==> src/rtl/spinner_pkg.sv <==
// Shared types and helpers for the multi-channel spinner/paddle generator.
package spinner_pkg;

  typedef enum logic [1:0] {
    DIR_NONE  = 2'd0,
    DIR_PLUS  = 2'd1,
    DIR_MINUS = 2'd2
  } dir_e;

  localparam int ACC_W  = 12;
  localparam int HOLD_W = 8;
  localparam int DX_W   = 9;

  // Symmetric accumulator limit (+/-2047); -2048 is never produced.
  localparam logic signed [ACC_W:0] ACC_SAT = (ACC_W + 1)'((1 << (ACC_W - 1)) - 1);

  function automatic logic signed [ACC_W-1:0] sat_add(
    input logic signed [ACC_W-1:0] a,
    input logic signed [DX_W-1:0]  b
  );
    logic signed [ACC_W:0] s;
    s = $signed({a[ACC_W-1], a}) + $signed({{(ACC_W + 1 - DX_W){b[DX_W-1]}}, b});
    if (s > ACC_SAT) s = ACC_SAT;
    else if (s < -ACC_SAT) s = -ACC_SAT;
    return s[ACC_W-1:0];
  endfunction

endpackage

==> src/rtl/spinner_chan.sv <==
// One spinner channel: hold-time acceleration, wrap/clamp angle update, change strobe.
// The mouse accumulator is only built when SPINNER_MOUSE_EN is defined.
module spinner_chan
  import spinner_pkg::*;
#(
  parameter int WIDTH        = 8,
  parameter int STEP_SLOW    = 1,
  parameter int STEP_FAST    = 4,
  parameter int ACCEL_FRAMES = 8,
  parameter int INIT_ANGLE   = 0,
  parameter int MOUSE_SHIFT  = 2
) (
  input  logic                   clk_i,
  input  logic                   reset_i,
  input  logic                   tick_i,
  input  logic                   plus_i,
  input  logic                   minus_i,
  input  logic                   fast_i,
  input  logic                   enable_i,
  input  logic                   paddle_i,
  input  logic                   mouse_add_i,
  input  logic signed [DX_W-1:0] mouse_dx_i,
  output logic [WIDTH-1:0]       angle_o,
  output logic                   moved_o
);

  // Wide enough for angle + step + full mouse quotient without overflow.
  localparam int SUM_W = ((WIDTH > ACC_W) ? WIDTH : ACC_W) + 2;
  localparam logic [HOLD_W-1:0]       ACCEL_H   = HOLD_W'(ACCEL_FRAMES);
  localparam logic signed [SUM_W-1:0] SLOW_S    = SUM_W'(STEP_SLOW);
  localparam logic signed [SUM_W-1:0] FAST_S    = SUM_W'(STEP_FAST);
  localparam logic signed [SUM_W-1:0] ANGLE_MAX = SUM_W'((1 << WIDTH) - 1);
  localparam logic [WIDTH-1:0]        INIT_A    = WIDTH'(INIT_ANGLE);

  function automatic logic [WIDTH-1:0] fold_angle(
    input logic signed [SUM_W-1:0] s,
    input logic                    clamp
  );
    logic [WIDTH-1:0] r;
    r = s[WIDTH-1:0];
    if (clamp && s[SUM_W-1]) r = '0;
    else if (clamp && (s > ANGLE_MAX)) r = '1;
    return r;
  endfunction

  dir_e                    dir_now, dir_q, dir_d;
  logic [HOLD_W-1:0]       hold_q, hold_d;
  logic [WIDTH-1:0]        angle_q, angle_d;
  logic                    moved_q, moved_d;
  logic signed [SUM_W-1:0] step_s, dig_s, q_s, sum_s;

  always_comb begin
    if (plus_i && !minus_i) dir_now = DIR_PLUS;
    else if (minus_i && !plus_i) dir_now = DIR_MINUS;
    else dir_now = DIR_NONE;
  end

`ifdef SPINNER_MOUSE_EN
  logic signed [ACC_W-1:0] acc_q, acc_d, acc_int, acc_res, acc_base;

  // A tick consumes whole units; a same-cycle dx lands on the leftover residue.
  always_comb begin
    acc_int  = acc_q >>> MOUSE_SHIFT;
    acc_res  = acc_q - (acc_int <<< MOUSE_SHIFT);
    q_s      = $signed({{(SUM_W - ACC_W){acc_int[ACC_W-1]}}, acc_int});
    acc_base = tick_i ? acc_res : acc_q;
    acc_d    = mouse_add_i ? sat_add(acc_base, mouse_dx_i) : acc_base;
    if (!enable_i) acc_d = '0;
  end

  always_ff @(posedge clk_i) begin
    if (reset_i) acc_q <= '0;
    else acc_q <= acc_d;
  end
`else
  logic unused_mouse;
  assign unused_mouse = ^{mouse_add_i, mouse_dx_i};
  assign q_s = '0;
`endif

  always_comb begin
    dir_d   = dir_q;
    hold_d  = hold_q;
    angle_d = angle_q;
    moved_d = 1'b0;
    step_s  = SLOW_S;
    dig_s   = '0;
    sum_s   = '0;
    if (!enable_i) begin
      dir_d  = DIR_NONE;
      hold_d = '0;
    end else if (tick_i) begin
      dir_d = dir_now;
      if (dir_now == DIR_NONE || dir_now != dir_q) hold_d = '0;
      else if (hold_q < ACCEL_H) hold_d = hold_q + HOLD_W'(1);
      step_s = (fast_i || hold_d == ACCEL_H) ? FAST_S : SLOW_S;
      if (dir_now == DIR_PLUS) dig_s = step_s;
      else if (dir_now == DIR_MINUS) dig_s = -step_s;
      sum_s   = $signed({{(SUM_W - WIDTH){1'b0}}, angle_q}) + dig_s + q_s;
      angle_d = fold_angle(sum_s, paddle_i);
      moved_d = (angle_d != angle_q);
    end
  end

  always_ff @(posedge clk_i) begin
    if (reset_i) begin
      dir_q   <= DIR_NONE;
      hold_q  <= '0;
      angle_q <= INIT_A;
      moved_q <= 1'b0;
    end else begin
      dir_q   <= dir_d;
      hold_q  <= hold_d;
      angle_q <= angle_d;
      moved_q <= moved_d;
    end
  end

  assign angle_o = angle_q;
  assign moved_o = moved_q;

endmodule

==> src/rtl/spinner_multi.sv <==
// Multi-channel spinner/paddle angle generator, updated once per frame tick.
// Define SPINNER_MOUSE_EN to route mouse_dx into the selected channel's accumulator.
module spinner_multi
  import spinner_pkg::*;
#(
  parameter int CHANNELS     = 2,
  parameter int WIDTH        = 8,
  parameter int STEP_SLOW    = 1,
  parameter int STEP_FAST    = 4,
  parameter int ACCEL_FRAMES = 8,
  parameter int INIT_ANGLE   = 0,
  parameter int MOUSE_SHIFT  = 2
) (
  input  logic                      clk,
  input  logic                      reset,
  input  logic                      strobe,
  input  logic [CHANNELS-1:0]       plus,
  input  logic [CHANNELS-1:0]       minus,
  input  logic [CHANNELS-1:0]       fast,
  input  logic [CHANNELS-1:0]       enable,
  input  logic [CHANNELS-1:0]       paddle_mode,
  input  logic signed [DX_W-1:0]    mouse_dx,
  input  logic                      mouse_strobe,
  input  logic [1:0]                mouse_sel,
  output logic [CHANNELS*WIDTH-1:0] angle,
  output logic [CHANNELS-1:0]       moved
);

  logic strobe_q;
  logic tick;

  always_ff @(posedge clk) begin
    if (reset) strobe_q <= 1'b0;
    else strobe_q <= strobe;
  end

  assign tick = strobe & ~strobe_q;

  // A mouse_sel beyond the last channel matches nothing and is dropped.
  for (genvar i = 0; i < CHANNELS; i++) begin : g_chan
    logic hit;
    assign hit = mouse_strobe && (mouse_sel == 2'(i));

    spinner_chan #(
      .WIDTH       (WIDTH),
      .STEP_SLOW   (STEP_SLOW),
      .STEP_FAST   (STEP_FAST),
      .ACCEL_FRAMES(ACCEL_FRAMES),
      .INIT_ANGLE  (INIT_ANGLE),
      .MOUSE_SHIFT (MOUSE_SHIFT)
    ) u_chan (
      .clk_i      (clk),
      .reset_i    (reset),
      .tick_i     (tick),
      .plus_i     (plus[i]),
      .minus_i    (minus[i]),
      .fast_i     (fast[i]),
      .enable_i   (enable[i]),
      .paddle_i   (paddle_mode[i]),
      .mouse_add_i(hit),
      .mouse_dx_i (mouse_dx),
      .angle_o    (angle[i*WIDTH +: WIDTH]),
      .moved_o    (moved[i])
    );
  end

endmodule

==> config.mk <==
export PLATFORM = sky130hd
export DESIGN_NAME = spinner_multi
export DESIGN_NICKNAME = d
export VERILOG_FILES = /design/src/rtl/spinner_pkg.sv /design/src/rtl/spinner_chan.sv /design/src/rtl/spinner_multi.sv
export SDC_FILE = /design/constraint.sdc
export NUM_CORES = 1
export LEC_CHECK = 0
export ABC_AREA = 1
export CORE_MARGIN = 4
export CORE_UTILIZATION = 30
export DETAILED_ROUTE_END_ITERATION = 12
export PLACE_DENSITY_LB_ADDON = 0.1
export SYNTH_ARGS = -nofsm -noshare
export SYNTH_HDL_FRONTEND = slang
export SYNTH_SLANG_ARGS = --single-unit
==> constraint.sdc <==
create_clock -name clk -period 3.6 [get_ports clk]
set_input_delay 0.72 -clock clk [delete_from_list [all_inputs] [get_ports clk]]
set_output_delay 0.72 -clock clk [all_outputs]
set_load 0.01 [all_outputs]
; Word level (Yosys, flattened, before mapping)
; Index checks and enable logic that the tools add are counted.
[word_totals]
reg_bits = 39
out_inout_bits = 18
romBits = 0
in_bits = 25
mem_bits_rw = 0
mem_count = 0
latchBits = 0
elab_cells = 88
[op_classes]
eq_ne = 10
magnitude_cmp = 4
n_reduce_logical = 24
n_shift = 0
muxes = 30
n_mul = 0
bitwise_logic = 5
div_mod_pow = 0
n_addsub = 6
[op_table]
columns = op, count
row1 = 2-to-1 mux 8 bit, 16
row2 = 2-to-1 mux 14 bit, 8
row3 = adder 9 x 14 -> 14 bit, 2
row4 = "greater-than comparator 14 x 9 -> 1 bit, second input constant", 2
row5 = negation 14 bit, 2
row6 = "adder 8 x 1 -> 8 bit, second input constant", 2
row7 = "== test 8 x 4 -> 1 bit, second input constant", 2
row8 = "< comparator 8 x 4 -> 1 bit, second input constant", 2
row9 = != test 8 bit, 2
row10 = logical AND 1 bit, 8
row11 = 2-to-1 mux 2 bit, 4
row12 = 2-to-1 mux 3 bit, 2
row13 = OR reduction 3 bit, 2
row14 = "== test 2 x 1 -> 1 bit, second input constant", 2
row15 = "== test 2 bit, second input constant", 2
row16 = logical NOT 1 bit, 4
row17 = logical NOT 2 bit, 2
row18 = logical OR 1 bit, 4
row19 = != test 2 bit, 2
row20 = inverter 1 bit, 4
row21 = AND reduction 2 bit, 2
row22 = OR reduction 2 bit, 2
row23 = bitwise AND 1 bit, 1

; Longest topological paths before layout
[depth]
depth_word = 25
depth_mapped = 31
depth_no_buf = 31

; Hierarchy
; A second synthesis with hierarchy kept.
[hier_totals]
hier_cells = 463
area_unflattened_um2 = 3055.4
[by_module_without_submodules]
columns = module, instances, area_per_inst_um2, seq_area_each_um2, cells_each
row1 = spinner_chan, 2, 1502.7, 380.4, 227
row2 = spinner_multi, 1, 50.0, 20.0, 9

; Least setup slack after synthesis
; Ideal clock, no wire load.
[synth_path]
path_type = input port to flip-flop
from = input plus[1]
to = register g_chan[1].u_chan.moved_q
path_buffers = 0
required_ps = 3489
arrival_time_ps = 3690
path_stages = 26
slack_ps = -201
setup_ps = 111
cell_sequence = inv_1 -> ha_1 -> xnor2_1 -> nand2_1 -> a21oi_1 -> o21ai_0 -> nand2_1 -> o31ai_1 -> a21oi_1 -> ha_1 -> inv_1 -> fa_1 -> o21ai_2 -> nand2_1 -> nand2_1 -> inv_1 -> nand2_4 -> nand4_4 -> nand2_2 -> nand2_1 -> nand2_1 -> nand2_1 -> nor2_1 -> nand2_1 -> nor2_1 -> nor2_1
[synth_between]
elab_chain_cells = 25
elab_cells_between_ends = 30
classes_between = add/sub (2) / order compare (1) / eq/ne (5) / mux (14) / reduce/logical (8)
[synth_lines]
columns = item, line
row1 = "start, declared", spinner_multi.sv:17  ; input logic [CHANNELS-1:0] plus,
row2 = logical NOT 1 bit, spinner_chan.sv:54  ; else if (minus_i && !plus_i) dir_now = DIR_MINUS;
row3 = logical AND 1 bit, spinner_chan.sv:54
row4 = 2-to-1 mux 2 bit, spinner_chan.sv:54
row5 = 2-to-1 mux 2 bit *, spinner_chan.sv:53  ; if (plus_i && !minus_i) dir_now = DIR_PLUS;
row6 = via g_chan[1].u_chan.dir_now[1], spinner_chan.sv:46  ; dir_e dir_now, dir_q, dir_d;
row7 = != test 2 bit or logical NOT 2 bit (tied branches), spinner_chan.sv:94  ; if (dir_now == DIR_NONE || dir_now != dir_q) hold_d = '0;
row8 = logical OR 1 bit, spinner_chan.sv:94
row9 = 2-to-1 mux 8 bit, spinner_chan.sv:94
row10 = [10 not listed], --
row11 = adder 9 x 14 -> 14 bit *, spinner_chan.sv:99  ; sum_s = $signed({{(SUM_W - WIDTH){1'b0}}, angle_q}) + dig_s + q_s;
row12 = greater-than comparator 14 x 9 -> 1 bit, spinner_chan.sv:42  ; else if (clamp && (s > ANGLE_MAX)) r = '1;
row13 = logical AND 1 bit, spinner_chan.sv:42
row14 = 2-to-1 mux 8 bit, spinner_chan.sv:42
row15 = 2-to-1 mux 8 bit *, spinner_chan.sv:41  ; if (clamp && s[SUM_W-1]) r = '0;
row16 = 2-to-1 mux 8 bit *, spinner_chan.sv:92  ; end else if (tick_i) begin
row17 = 2-to-1 mux 8 bit *, spinner_chan.sv:89  ; if (!enable_i) begin
row18 = != test 8 bit *, spinner_chan.sv:101  ; moved_d = (angle_d != angle_q);
row19 = "end signal, assigned", spinner_chan.sv:115  ; moved_q <= moved_d;
row20 = "end, declared", spinner_chan.sv:49  ; logic moved_q, moved_d;
; Mark *: on every way through the listed nets, which the timed path passes. The rest lies on a longest branch. The select of a mux whose other input is x is not followed.
; A chain may end at the register's enable or synchronous reset.

; Worst setup path after layout
[layout_path]
from = input plus[0]
to = register g_chan[0].u_chan.moved_q
[layout_between]
elab_chain_cells = 25
elab_cells_between_ends = 30
classes_between = add/sub (2) / order compare (1) / eq/ne (5) / mux (14) / reduce/logical (8)
[layout_lines]
columns = item, line
row1 = logical NOT 1 bit, spinner_chan.sv:54
row2 = logical AND 1 bit, spinner_chan.sv:54
row3 = 2-to-1 mux 2 bit, spinner_chan.sv:54
row4 = 2-to-1 mux 2 bit *, spinner_chan.sv:53
row5 = != test 2 bit or logical NOT 2 bit (tied branches), spinner_chan.sv:94
row6 = logical OR 1 bit, spinner_chan.sv:94
row7 = 2-to-1 mux 8 bit, spinner_chan.sv:94
row8 = 2-to-1 mux 8 bit, spinner_chan.sv:92
row9 = [9 not listed], --
row10 = adder 9 x 14 -> 14 bit *, spinner_chan.sv:99
row11 = greater-than comparator 14 x 9 -> 1 bit, spinner_chan.sv:42
row12 = logical AND 1 bit, spinner_chan.sv:42
row13 = 2-to-1 mux 8 bit, spinner_chan.sv:42
row14 = 2-to-1 mux 8 bit *, spinner_chan.sv:41
row15 = 2-to-1 mux 8 bit *, spinner_chan.sv:92
row16 = 2-to-1 mux 8 bit *, spinner_chan.sv:89
row17 = != test 8 bit *, spinner_chan.sv:101
row18 = "end signal, assigned", spinner_chan.sv:115
row19 = "end, declared", spinner_chan.sv:49
; Mark *: on every way between the ends. The rest lies on a longest branch, timed or not. The select of a mux whose other input is x is not followed.

==> results.md <==
- DP Area: 3840 µm²
- Layout area overhead: 54.9%
- Initial Util: 30.8%
- Antenna-violating nets left: 0
- Net Count, Synth: 501
- Rows: 36
- CTS H-tree depth: 2
- R2R cell count: 24
- Cts bufs inserted: 5
- Min Tclk post-route: 3.61 ns
- Synth Warn #: 0
- Clk_lat worst skew: 0.30 ns
- Period utilization: 100%
- Initial DRC Count: 78
- Final setup violating endpoints: 1
- HP Class: flop to flop
- Global-route wire length before repair: 13800 µm
- Crit Path Class: input port to flop
- Peak Freq: 277 MHz
- Final hold slack: 0.432 ns
- Hold depth: 2
- CTS tree: yes
- Synth Flop Type: dfxtp_1
- Req. time, crit path: 3.79 ns
- Largest net degree at the start of global routing: 26
- Crit. End Element: flop
- Critical path fanouts, max: 8
- Setup ws final: -0.0131 ns
- Status: finished, violations left
- WL/cell: 11.7 µm
- DRT Wirelength: 8220 µm
- Post-Synthesis Cells: 448
- Cell variety after synth: 40
- Hpwl dp: 5820 µm
- Final Hold Vio Count: 0
- Initial antenna violation count: 0
- DRC: 0
- Vias in the first global route: 3081
- Final-stage net count: 620
- Pre-antenna DRT Iters: 5
- Max Cap Viol: 0
- Gr usage total: 14.4%
- RSZ-0062 raised after global routing: true
- Failing checks: setup timing
- Clock Root Buffer: clkbuf_8
- Setup crit start kind: input port
- Max-slew violations: 0
- Number of flops mapped to enable cells by yosys: 0
- Clk_skew: 0.00748 ns
- Total gr overflow: 0
- Async SR Flop Fraction: 0%
- Worst Path Arrival: 3.81 ns
- Clock transition at path regs: 0.09 ns
- Leakage: 2.09 nW
- Slew HR: 65.6%
- Die Span X: 108 µm
- Setup TNS Final: -0.0131 ns
- Final GP Congestion: 0.795
- Final Instance Area: 4660 µm²
- Placeable Area: 9770 µm²
- Die area: 11700 µm²
- DIE HEIGHT: 108 µm
- Ratio of cells with drive above 1 in the final layout: 34.5%
- Pwr dens: 284 nW/µm²
- Bufs on Longest Clock Path: 2
- Antenna Diode Count: 0
- Ports: 43
- Slew @ Worst Pin: 0.515 ns
- Syn_area_per_cell: 6.72 µm²
- Peak VDD IR: 0.000209 V
- IO buf count: 30
- Post-synthesis sequential area ratio: 25.9%
- FF+latch count, synth: 39
- CTS Sinks: 39
- Vias: 3215
- Vias per std cell: 4.59
- Cell area after synthesis: 3010 µm²
==> sequential cells by signal, summed over array words and instances (netlist names) <==
register               flops
g_chan.u_chan.dir_q        4
g_chan.u_chan.angle_o     16
g_chan.u_chan.hold_q      16
strobe_q                   1
g_chan.u_chan.moved_o      2
==> cell type report <==
class	count	area, µm²
fillers	1001	5110
multi-input cells	337	2360
repair buffers	120	1010
flip-flops and latches	39	781
inverters	64	250
well taps	133	166
clock buffers	6	82.6
clock inverters	2	16.3
==> cell usage in the layout (no fill, tap or decap), drive strengths merged, types with 9 or more instances in the layout <==
master,Yosys,routed
dfxtp,39,39
buf,5,94
ha,26,26
nand3b,9,9
inv,64,64
a21oi,39,39
nor2,44,44
nand3,29,29
nand2,107,107
clkdlybuf4s50,0,26
o21ai,41,41
==> worst paths after layout <==
kind | startpoint | to | slack, ns
setup / recovery | plus[0] | g_chan[0].u_chan.moved_o | -0.01
hold / removal | g_chan[0].u_chan.hold_q[6] | g_chan[0].u_chan.hold_q[6] | 0.43
setup reg to reg | g_chan[1].u_chan.hold_q[5] | g_chan[1].u_chan.moved_o | 0.26
hold reg to reg | g_chan[0].u_chan.hold_q[6] | g_chan[0].u_chan.hold_q[6] | 0.43
==> through the flow <==
| step | setup slack [ns] | util, % | total power [mW] | cells |
|---|---|---|---|---|
| 6_report | -0.0131 | 47.7 | 1.32 | 701 |
| 5_1_grt | -0.252 | 47.7 | 1.42 | 701 |
| 4_1_cts | -0.0669 | 44.4 | 1.29 | 692 |
| 3_5_place_dp | -0.966 | 39.3 | 0.884 | 654 |
| 3_3_place_gp | -0.973 | 39.3 | 0.880 | 654 |
| 2_1_floorplan | -0.00157 | - | 0.715 | 448 |
==> report_power, final <==
group / switching [mW] / internal, mW
logic: 0.257 / 0.268
clock network: 0.171 / 0.157
registers: 0.0224 / 0.449
==> worst max-delay path: stages <==
cell and delay, ns:
buf_8 0.10, inv_4 0.05, ha_4 0.18, or2_1 0.23
a21oi_2 0.11, nand2_2 0.10, a21oi_1 0.13, o21ai_1 0.10
nand2_1 0.13, o31ai_4 0.10, a21oi_2 0.12, ha_2 0.19
inv_2 0.04, fa_2 0.37, o21ai_4 0.19, nand4_1 0.10
and3_4 0.18, nand2_8 0.11, nand2_1 0.08, nand3b_1 0.08
nand2_1 0.06, nor2_1 0.09, nand2_1 0.08, nor2_2 0.10
nor2_1 0.04
==> synthesized netlist by cell type (all sizes together) (3+ instances only) <==
library cell	count	share of area, %
nand4	6	2.0
clkbuf	3	0.71
xor2	7	2.0
nand3	29	5.0
inv	64	8.0
xnor2	7	2.0
nand3b	9	2.7
nor2	44	5.7
a21oi	39	6.6
nor3	4	0.67
buf	5	1.3
dfxtp	39	26
ha	26	11
o21ai	41	6.9
nand2	107	14
a211oi	4	1.0
==> cell families after synthesis <==
family | after synthesis | synth area share (%)
buffers and inverters | 73 | 10.6
DFF | 39 | 25.9
adders and majority gates | 28 | 12.1
and+or+nand+nor | 202 | 30.6
AOI/OAI and AO/OA | 92 | 16.7
xor gates and xnor gates | 14 | 4.07
==> repair_timing <==
action,CTS,global route
gates resized for setup,67,60
pin swaps,32,47
endpoints found under the hold margin,0,0
hold buffers,0,0
cloned,0,1
buffers inserted,30,10
setup endpoints to repair,18,18
==> per-layer routing <==
layer | up-vias | global-route usage, % | wire length [µm]
met4 | 0 | 3.34 | 81
met2 | 34 | 26.3 | 4160
met1 | 1467 | 17.7 | 3770
li1 | 1707 | - | -
met3 | 7 | 2.39 | 208
met5 | - | 0 | 0
Power figures use the tool's default switching activity.
